<file path="src/rtl/uart_pkg.sv">
// Shared definitions for the parametrised UART receiver: parity mode codes,
// receiver FSM encoding and the baud counter width helper.
package uart_pkg;

  localparam int PARITY_NONE = 0;
  localparam int PARITY_EVEN = 1;
  localparam int PARITY_ODD  = 2;

  typedef enum logic [2:0] {
    ST_IDLE     = 3'd0,
    ST_START    = 3'd1,
    ST_DATA     = 3'd2,
    ST_PARITY   = 3'd3,
    ST_STOP     = 3'd4,
    ST_COMPLETE = 3'd5
  } state_t;

  // Width of a counter that must hold 0..counts-1 (never narrower than 1 bit).
  function automatic int cnt_width(input int counts);
    return (counts > 1) ? $clog2(counts) : 1;
  endfunction

endpackage

</file>
<file path="src/rtl/uart_baud_tick.sv">
// Baud-rate counter: counts 0..BIT_COUNTS-1 while enabled, clears on demand,
// and flags the half-bit and full-bit points of each bit period.
module uart_baud_tick #(
  parameter int BIT_COUNTS  = 10,
  parameter int HALF_COUNTS = 5,
  parameter int CW          = 4
) (
  input  logic clk,
  input  logic n_rst,
  input  logic clr,
  input  logic en,
  output logic half_tick,
  output logic bit_tick
);

  logic [CW-1:0] cnt_q, cnt_d;

  // Ticks decode the current count; they do not depend on clr, which itself
  // is derived from the FSM's reaction to these ticks.
  assign half_tick = en && (cnt_q == CW'(HALF_COUNTS - 1));
  assign bit_tick  = en && (cnt_q == CW'(BIT_COUNTS - 1));

  // Next count: clear has priority, otherwise wrap at the end of a bit period.
  always_comb begin
    cnt_d = cnt_q;
    if (clr) begin
      cnt_d = '0;
    end else if (en) begin
      if (bit_tick) cnt_d = '0;
      else          cnt_d = cnt_q + 1'b1;
    end
  end

  // Counter register.
  always_ff @(posedge clk or negedge n_rst) begin
    if (!n_rst) cnt_q <= '0;
    else        cnt_q <= cnt_d;
  end

endmodule

</file>
<file path="src/rtl/uart_rx_param.sv">
// Parametrised UART receiver: 2-flop input synchroniser, falling-edge start
// detect with false-start rejection, configurable data/parity/stop framing,
// and a valid/ack output handshake with sticky overrun.
module uart_rx_param #(
  parameter int CLK_FREQ    = 50_000_000,
  parameter int BAUD        = 9600,
  parameter int DATA_BITS   = 8,
  parameter int PARITY_MODE = 0,
  parameter int STOP_BITS   = 1
) (
  input  logic                 clk,
  input  logic                 n_rst,
  input  logic                 rx,
  output logic [DATA_BITS-1:0] rx_data,
  output logic                 data_valid,
  input  logic                 data_ack,
  output logic                 parity_err,
  output logic                 frame_err,
  output logic                 overrun,
  output logic                 busy
);

  import uart_pkg::*;

  localparam int BIT_COUNTS  = CLK_FREQ / BAUD;
  localparam int HALF_COUNTS = BIT_COUNTS / 2;
  localparam int CW          = cnt_width(BIT_COUNTS);

  // Input path
  logic [1:0] sync_q;
  logic       rx_prev_q;
  logic       rx_s;
  logic       start_fall;

  // Receiver state
  state_t                 state_q, state_d;
  logic [3:0]             bit_cnt_q, bit_cnt_d;
  logic [DATA_BITS-1:0]   shift_q, shift_d;
  logic                   perr_q, perr_d;
  logic                   ferr_q, ferr_d;

  // Output registers
  logic [DATA_BITS-1:0]   rx_data_q, rx_data_d;
  logic                   valid_q, valid_d;
  logic                   pe_q, pe_d;
  logic                   fe_q, fe_d;
  logic                   ovr_q, ovr_d;

  // Baud counter control
  logic cnt_clr;
  logic cnt_en;
  logic half_tick;
  logic bit_tick;

  assign rx_s       = sync_q[1];
  // A held-low line leaves rx_prev_q low too, so a break never retriggers.
  assign start_fall = rx_prev_q & ~rx_s;

  // Synchroniser and edge-detect history; idle-high after reset.
  always_ff @(posedge clk or negedge n_rst) begin
    if (!n_rst) begin
      sync_q    <= 2'b11;
      rx_prev_q <= 1'b1;
    end else begin
      sync_q    <= {sync_q[0], rx};
      rx_prev_q <= rx_s;
    end
  end

  // The counter restarts on every state entry (including start detect), which
  // re-phases it at mid-start-bit so later bit_ticks fall mid-bit.
  assign cnt_en  = (state_q != ST_IDLE);
  assign cnt_clr = (state_d != state_q) || (state_q == ST_IDLE);

  uart_baud_tick #(
    .BIT_COUNTS  (BIT_COUNTS),
    .HALF_COUNTS (HALF_COUNTS),
    .CW          (CW)
  ) u_baud_tick (
    .clk       (clk),
    .n_rst     (n_rst),
    .clr       (cnt_clr),
    .en        (cnt_en),
    .half_tick (half_tick),
    .bit_tick  (bit_tick)
  );

  // Receiver FSM next-state, shift register and frame error tracking.
  always_comb begin
    state_d   = state_q;
    bit_cnt_d = bit_cnt_q;
    shift_d   = shift_q;
    perr_d    = perr_q;
    ferr_d    = ferr_q;
    case (state_q)
      ST_IDLE: begin
        bit_cnt_d = '0;
        if (start_fall) begin
          state_d = ST_START;
          perr_d  = 1'b0;
          ferr_d  = 1'b0;
        end
      end
      ST_START: begin
        if (half_tick) begin
          // Line back high at mid-start-bit means it was only a glitch.
          if (rx_s) state_d = ST_IDLE;
          else      state_d = ST_DATA;
        end
      end
      ST_DATA: begin
        if (bit_tick) begin
          shift_d = {rx_s, shift_q[DATA_BITS-1:1]};
          if (bit_cnt_q == 4'(DATA_BITS - 1)) begin
            bit_cnt_d = '0;
            state_d   = (PARITY_MODE != PARITY_NONE) ? ST_PARITY : ST_STOP;
          end else begin
            bit_cnt_d = bit_cnt_q + 4'd1;
          end
        end
      end
      ST_PARITY: begin
        if (bit_tick) begin
          // Even: XOR of data and parity must be 0; odd: it must be 1.
          perr_d  = (^shift_q) ^ rx_s ^ (PARITY_MODE == PARITY_ODD);
          state_d = ST_STOP;
        end
      end
      ST_STOP: begin
        if (bit_tick) begin
          if (!rx_s) ferr_d = 1'b1;
          if (bit_cnt_q == 4'(STOP_BITS - 1)) begin
            bit_cnt_d = '0;
            state_d   = ST_COMPLETE;
          end else begin
            bit_cnt_d = bit_cnt_q + 4'd1;
          end
        end
      end
      ST_COMPLETE: begin
        state_d = ST_IDLE;
      end
      default: begin
        state_d = ST_IDLE;
      end
    endcase
  end

  // Output handshake: deliver a finished frame unless an unacknowledged one
  // is still held, in which case the new frame is dropped and overrun set.
  always_comb begin
    rx_data_d = rx_data_q;
    valid_d   = valid_q;
    pe_d      = pe_q;
    fe_d      = fe_q;
    ovr_d     = ovr_q;
    if (data_ack && valid_q) begin
      valid_d = 1'b0;
      ovr_d   = 1'b0;
    end
    if (state_q == ST_COMPLETE) begin
      if (!valid_q || data_ack) begin
        rx_data_d = shift_q;
        pe_d      = perr_q;
        fe_d      = ferr_q;
        valid_d   = 1'b1;
      end else begin
        ovr_d = 1'b1;
      end
    end
  end

  // Receiver and output state registers.
  always_ff @(posedge clk or negedge n_rst) begin
    if (!n_rst) begin
      state_q   <= ST_IDLE;
      bit_cnt_q <= '0;
      shift_q   <= '0;
      perr_q    <= 1'b0;
      ferr_q    <= 1'b0;
      rx_data_q <= '0;
      valid_q   <= 1'b0;
      pe_q      <= 1'b0;
      fe_q      <= 1'b0;
      ovr_q     <= 1'b0;
    end else begin
      state_q   <= state_d;
      bit_cnt_q <= bit_cnt_d;
      shift_q   <= shift_d;
      perr_q    <= perr_d;
      ferr_q    <= ferr_d;
      rx_data_q <= rx_data_d;
      valid_q   <= valid_d;
      pe_q      <= pe_d;
      fe_q      <= fe_d;
      ovr_q     <= ovr_d;
    end
  end

  assign rx_data    = rx_data_q;
  assign data_valid = valid_q;
  assign parity_err = pe_q;
  assign frame_err  = fe_q;
  assign overrun    = ovr_q;
  assign busy       = (state_q != ST_IDLE);

endmodule

</file>
<file path="config.mk">
export PLATFORM = sky130hd
export DESIGN_NAME = uart_rx_param
export DESIGN_NICKNAME = d
export VERILOG_FILES = /design/src/rtl/uart_pkg.sv /design/src/rtl/uart_baud_tick.sv /design/src/rtl/uart_rx_param.sv
export SDC_FILE = /design/constraint.sdc
export NUM_CORES = 1
export LEC_CHECK = 0
export BUFFER_PORTS_ARGS = -buffer_cell sky130_fd_sc_hd__buf_2
export CORE_ASPECT_RATIO = 0.5
export CORE_UTILIZATION = 50
export CTS_BUF_LIST = sky130_fd_sc_hd__clkbuf_2
export DETAILED_ROUTE_END_ITERATION = 8
export GPL_ROUTABILITY_DRIVEN = 0
export PLACE_DENSITY = 0.67
export SYNTH_ARGS = -nofsm -noshare
export SYNTH_HDL_FRONTEND = slang
export SYNTH_SLANG_ARGS = --single-unit
</file>
<file path="constraint.sdc">
create_clock -name clk -period 2.75 [get_ports clk]
set_clock_uncertainty 0.2 [all_clocks]
set_input_delay 0.55 -clock clk [delete_from_list [all_inputs] [get_ports clk]]
set_output_delay 0.55 -clock clk [all_outputs]
set_load 0.01 [all_outputs]
</file>
# Word level (Yosys, flattened, before mapping)

Index checks and enable logic that the tools add are counted.

Register bits: 45
Output and inout bits: 13
Word-level logic and storage cells: 80

$add $sub $neg: 2
Equality and inequality tests: 14
Multiplexer cells: 29
Bitwise logic cells: 3
Reduce and logical (&&, ||, !) cells: 19

Operators by type and width:

| cell                                                               | number |
|---|---|
| 13-bit two-way mux                                                 | 3 |
| 3-bit two-way mux                                                  | 7 |
| 4-bit two-way mux                                                  | 4 |
| 3-bit one-hot mux with 5 select lines                              | 1 |
| 13-bit by 1-bit adder with 13-bit output (second input constant)   | 1 |
| 13-bit by 12-bit == test with 1-bit output (second input constant) | 1 |
| 13-bit == test (second input constant)                             | 1 |
| 4-bit one-hot mux with 3 select lines                              | 1 |
| 1-bit two-way mux                                                  | 10 |
| 2-bit inequality test (second input constant)                      | 5 |
| 8-bit XOR reduction                                                | 1 |
| 3-bit by 2-bit == test with 1-bit output (second input constant)   | 2 |
| 3-bit == test (second input constant)                              | 2 |
| 3-bit AND reduction                                                | 2 |
| 2-bit nonzero test                                                 | 3 |
| 3-bit nonzero test                                                 | 2 |
| 4-bit by 1-bit adder with 4-bit output (second input constant)     | 1 |
| 4-bit by 3-bit == test with 1-bit output (second input constant)   | 1 |
| 4-bit zero test                                                    | 1 |
| 1-bit one-hot mux with 2 select lines                              | 2 |
| 2-bit AND reduction                                                | 2 |
| 4-bit AND reduction                                                | 1 |
| 3-bit by 1-bit == test with 1-bit output (second input constant)   | 1 |
| 1-bit logical AND                                                  | 3 |
| other kinds (8)                                                    | 9 |

# Longest topological paths before layout

Word-level depth: 7
Gate-level depth with buffers: 6

# Cells and area by module

From an unflattened synthesis, not the netlist that was laid out.

Cell total of the unflattened synthesis: 204
Area total of the unflattened synthesis: 2,290.9 µm²

Modules (own cells, without submodules):

| module         | times used | cells an instance | area an instance (µm²) | seq. area each (µm²) |
|---|---|---|---|---|
| uart_rx_param  | 1          | 125               | 1,516.5                | 804.5 |
| uart_baud_tick | 1          | 79                | 774.5                  | 325.3 |

# Least setup slack after synthesis

Ideal clock, no wire load.

Kind: flip-flop to flip-flop
Start point: register u_baud_tick.cnt_q[0]
End point: register shift_q[0]
Data arrival time: 1,656 ps
Data required time: 2,425 ps
Setup slack: 769 ps
Cell stages (with the launch flop): 7
Buffers on the path: 1
Clock period less this slack: 1,981 ps
Path through: dfrtp_1 ha_1 and4bb_2 nand3_1 or3_1 buf_6 mux2_2

Longest elaborated chain between the ends: 3

Ends and longest elaborated chain:

| item                                 | line                 | RTL |
|---|---|---|
| start, declared                      | uart_baud_tick.sv:16 | `logic [CW-1:0] cnt_q, cnt_d;` |
| start signal, assigned               | uart_baud_tick.sv:37 | `else cnt_q <= cnt_d;` |
| 13-bit == test                       | uart_baud_tick.sv:21 | `assign bit_tick = en && (cnt_q == CW'(BIT_COUNTS - 1));` |
| 1-bit logical AND                    | uart_baud_tick.sv:21 |  |
| 2-bit AND reduction (no source line) | -                    |  |
| end signal, assigned                 | uart_rx_param.sv:189 | `shift_q <= shift_d;` |
| end, declared                        | uart_rx_param.sv:38  | `logic [DATA_BITS-1:0] shift_q, shift_d;` |

Every way passes these cells.
A chain may end at the register's enable or synchronous reset.

# Worst setup path in the final report

Start point: register state_q[0]
End point: output busy

Longest elaborated chain between the ends: 1

Ends and longest elaborated chain:

| item                   | line                 | RTL |
|---|---|---|
| start, declared        | uart_rx_param.sv:36  | `state_t state_q, state_d;` |
| start signal, assigned | uart_rx_param.sv:187 | `state_q <= state_d;` |
| 3-bit nonzero test     | uart_rx_param.sv:205 | `assign busy = (state_q != ST_IDLE);` |
| end, declared          | uart_rx_param.sv:20  | `output logic busy` |

Every way passes these cells.

==> impl_metrics.csv <==
group,metric,value,unit
run_status,status,"finished clean",
timing,hold_viol,0,
global_route,grt_start_max_net_pins,27,
timing,postLayoutSetupSlackWorst,0.344,ns
logic_synthesis,synthCells,192,
routing,wl_per_cell,15.3,um
worst_hold_path,hold_path_end,"overrun",
power,powerDensity,498,nW/um2
layout,nets,220,
worst_hold_path,min_path_cells,2,
clock_tree,root_buffer,"clkbuf_2",
routing,ant_nets,0,
routing,drtIter0Drc,67,
clock_tree,clk_latency,0.40,ns
worst_hold_path,hp-class,"input port to flop",
floorplanning,boundaryPins,17,
logic_synthesis,synth_edf_count,0,
routing,vias_per_cell,5.74,
worst_setup_path,crit_type,"flop to output pin",
place,dp_hpwl,2.96,mm
global_route,grt_overflow,0,
floorplanning,die_area,4750,um2
floorplanning,floorplan.core_area,4080,um2
place,place.port_buffers,16,
worst_setup_path,r2r-start,"u_baud_tick.cnt_q[0]",
worst_setup_path,cp_slowest_cell,"dfrtp_1",
clock_tree,post-cts-setup-buffer-count,0,
worst_setup_path,timing.rr.end,"u_baud_tick.cnt_q[11]",
worst_setup_path,cp.required,2.00,ns
routing,drcViolationCount,0,
logic_synthesis,synth_ff_type,"dfrtp_1",
global_route,first_global_vias,1440,
floorplanning,fp.dieH,49.2,um
layout,final_util,0.591,
timing,maxSlewHeadroom,0.586,
logic_synthesis,yosysSeqAreaShare,0.506,
floorplanning,rows,16,
timing,rsz0062_at_grt,"no",
logic_synthesis,yosysUniqueCellTypes,48,
floorplanning,initial_core_util,0.546,
worst_setup_path,worstSetupStartpointType,"flop",
timing,post-route-min-period,2.41,ns
worst_setup_path,crit_path_end_kind,"output pin",
clock_tree,cts.sinks,45,
logic_synthesis,synth-seq-cells,45,
layout,drive_above_1_share,0.257,
power,finalPower,1200,uW
layout,area_growth,8.24,%
layout,instances_no_fill,268,
routing,vias,1538,
layout,antenna_cells,0,
logic_synthesis,synth_area,2230,um2
place,place_inst,258,
timing,timing.final.crit_share,0.875,
job,cap_violations,0,
global_route,grt_pass1_wl,6.91,mm
power,vdd_ir_drop_max,238,uV
global_route,antenna_found_initial,0,
worst_setup_path,reg2reg_depth,5,
floorplanning,die_w,96.5,um
routing,drt_wl_total,4.09,mm
clock_tree,cts_resized,0,
clock_tree,cts_buffers,5,
worst_hold_path,min_from,"data_ack",
worst_setup_path,critPathMaxFanout,17,
timing,finalSetupViolCount,0,
routing,drtPass1Iterations,4,
worst_setup_path,critPathArrivalTime,1.66,ns
timing,tightest_slew,0.620,ns
timing,fin_setup_tns,0,ns
global_route,grtUsageTotal,0.193,
place,pre_cts_slack,0.488,ns
worst_setup_path,worstPathCellList,"nor3_1 > inv_1 > buf_2",
logic_synthesis,synth_nets,199,
clock_tree,clkTransAtPathRegs,0.25,ns
clock_tree,cts_max_path_buffers,2,
logic_synthesis,syn_avg_cell_area,11.6,um2
clock_tree,cts.htree.levels,2,
logic_synthesis,yosysWarnings,0,
power,p_leak,0.00111,uW
timing,fmax,416,MHz
worst_setup_path,ff2ff_setup_slack,0.44,ns
worst_setup_path,max_stage_delay,0.62,ns
clock_tree,cts_tree,"built",
timing,maxSlewViolCount,0,
logic_synthesis,async_flop_share,1.00,
==> logic make-up after synthesis <==
family / Yosys count / synth area share
adder cells (fa/ha/maj): 3 / 0.0168
AND/OR/NAND/NOR: 60 / 0.160
XOR/XNOR: 19 / 0.0808
buffers and inverters: 14 / 0.0320
multiplexers: 19 / 0.0959
flip-flops: 45 / 0.506
AO/OA/AOI/OAI: 32 / 0.108
==> metrics by stage <==
step	hold slack (ns)	cell area, um2
after floorplan	0.0544	2230
after global placement	0.151	2350
after detailed placement	0.153	2350
after CTS	0.0590	2410
after global routing	0.0346	2410
final	0.0939	2410
==> cell usage after synthesis (2+ instances only) <==
library cell | number | area share
o21ai_1 | 2 | 0.0045
a22o_1 | 2 | 0.0079
nand4_1 | 3 | 0.0084
dfstp_2 | 3 | 0.035
nand2_1 | 10 | 0.017
nand3_1 | 10 | 0.022
xor2_1 | 3 | 0.012
nor3_1 | 6 | 0.013
inv_1 | 9 | 0.015
or3b_2 | 2 | 0.0079
buf_6 | 2 | 0.010
and2b_1 | 2 | 0.0067
dfrtp_1 | 42 | 0.47
or3_1 | 2 | 0.0056
buf_2 | 2 | 0.0045
xnor2_1 | 15 | 0.059
a211oi_1 | 3 | 0.010
o31ai_1 | 2 | 0.0067
nor2_1 | 11 | 0.019
a21oi_1 | 5 | 0.011
mux2_2 | 19 | 0.096
ha_1 | 3 | 0.017
o21ai_0 | 3 | 0.0067
nand2b_1 | 3 | 0.0084
and4bb_2 | 2 | 0.011
a221oi_1 | 4 | 0.016
==> cell type report <==
class | count | area (um2)
fill | 353 | 1670
sequential | 45 | 1130
multi-input combinational | 133 | 1030
timing repair buffer | 19 | 108
tap | 54 | 67.6
inverter | 9 | 33.8
clock buffer | 5 | 25.0
clock inverter | 3 | 21.3
==> registers in the layout, indices dropped and copies added (netlist names) <==
name,count
frame_err,1
data_valid,1
rx_prev_q,1
u_baud_tick.cnt_q,13
sync_q,2
shift_q,8
perr_q,1
ferr_q,1
parity_err,1
bit_cnt_q,4
state_q,3
overrun,1
rx_data,8
==> metal layers <==
metal | up-vias | track usage | routed length [um]
met3 | 2 | 0.0561 | 115
li1 | 738 | - | -
met5 | - | 0 | 0
met1 | 782 | 0.281 | 2180
met2 | 16 | 0.290 | 1780
met4 | 0 | 0.0294 | 11
==> power by group <==
part	switching, uW	total [uW]	internal, uW
Combinational	87.2	149	61.4
Sequential	54.2	753	699
Clock	236	301	64.7
==> worst max-delay path: cells and delay by family, from the launching register on <==
| kind | cells | cell delay [ns] |
|---|---|---|
| flops | 1 | 0.62 |
| simple gates | 1 | 0.41 |
| buf+inv | 2 | 0.23 |
==> worst max path at each step <==
stage,startpoint,end,slack (ns),cells after the start
after floorplan,u_baud_tick.cnt_q[0],shift_q[0],0.77,6
after global placement,bit_cnt_q[0],u_baud_tick.cnt_q[11],0.57,6
after detailed placement,u_baud_tick.cnt_q[0],u_baud_tick.cnt_q[2],0.49,5
after CTS,state_q[0],busy,0.32,3
after global routing,state_q[0],busy,0.17,3
final,state_q[0],busy,0.34,3
==> repair_timing <==
item                                   CTS  global route
endpoints found under the hold margin   20             0
hold buffers                             2             0
setup endpoints to repair                0             0
==> cell usage in the layout, fill, tap and decap left out, types with 2 or more instances in the layout <==
| cell type | synthesis | final |
|---|---|---|
| dfrtp_1 | 42 | 42 |
| a22o_1 | 2 | 2 |
| nand4_1 | 3 | 3 |
| o21ai_0 | 3 | 3 |
| xor2_1 | 3 | 3 |
| and4bb_2 | 2 | 2 |
| xnor2_1 | 15 | 15 |
| or3_1 | 2 | 2 |
| o21ai_1 | 2 | 2 |
| nand3_1 | 10 | 10 |
| nor2_1 | 11 | 11 |
| nand2b_1 | 3 | 3 |
| buf_2 | 2 | 16 |
| o31ai_1 | 2 | 2 |
| ha_1 | 3 | 3 |
| or3b_2 | 2 | 2 |
| a221oi_1 | 4 | 4 |
| clkbuf_2 | 1 | 5 |
| and2b_1 | 2 | 2 |
| dfstp_2 | 3 | 3 |
| dlygate4sd3_1 | 0 | 2 |
| nand2_1 | 10 | 10 |
| mux2_2 | 19 | 19 |
| inv_1 | 9 | 9 |
| a211oi_1 | 3 | 3 |
| a21oi_1 | 5 | 5 |
| nor3_1 | 6 | 6 |
(Power assumes the default switching activity.)
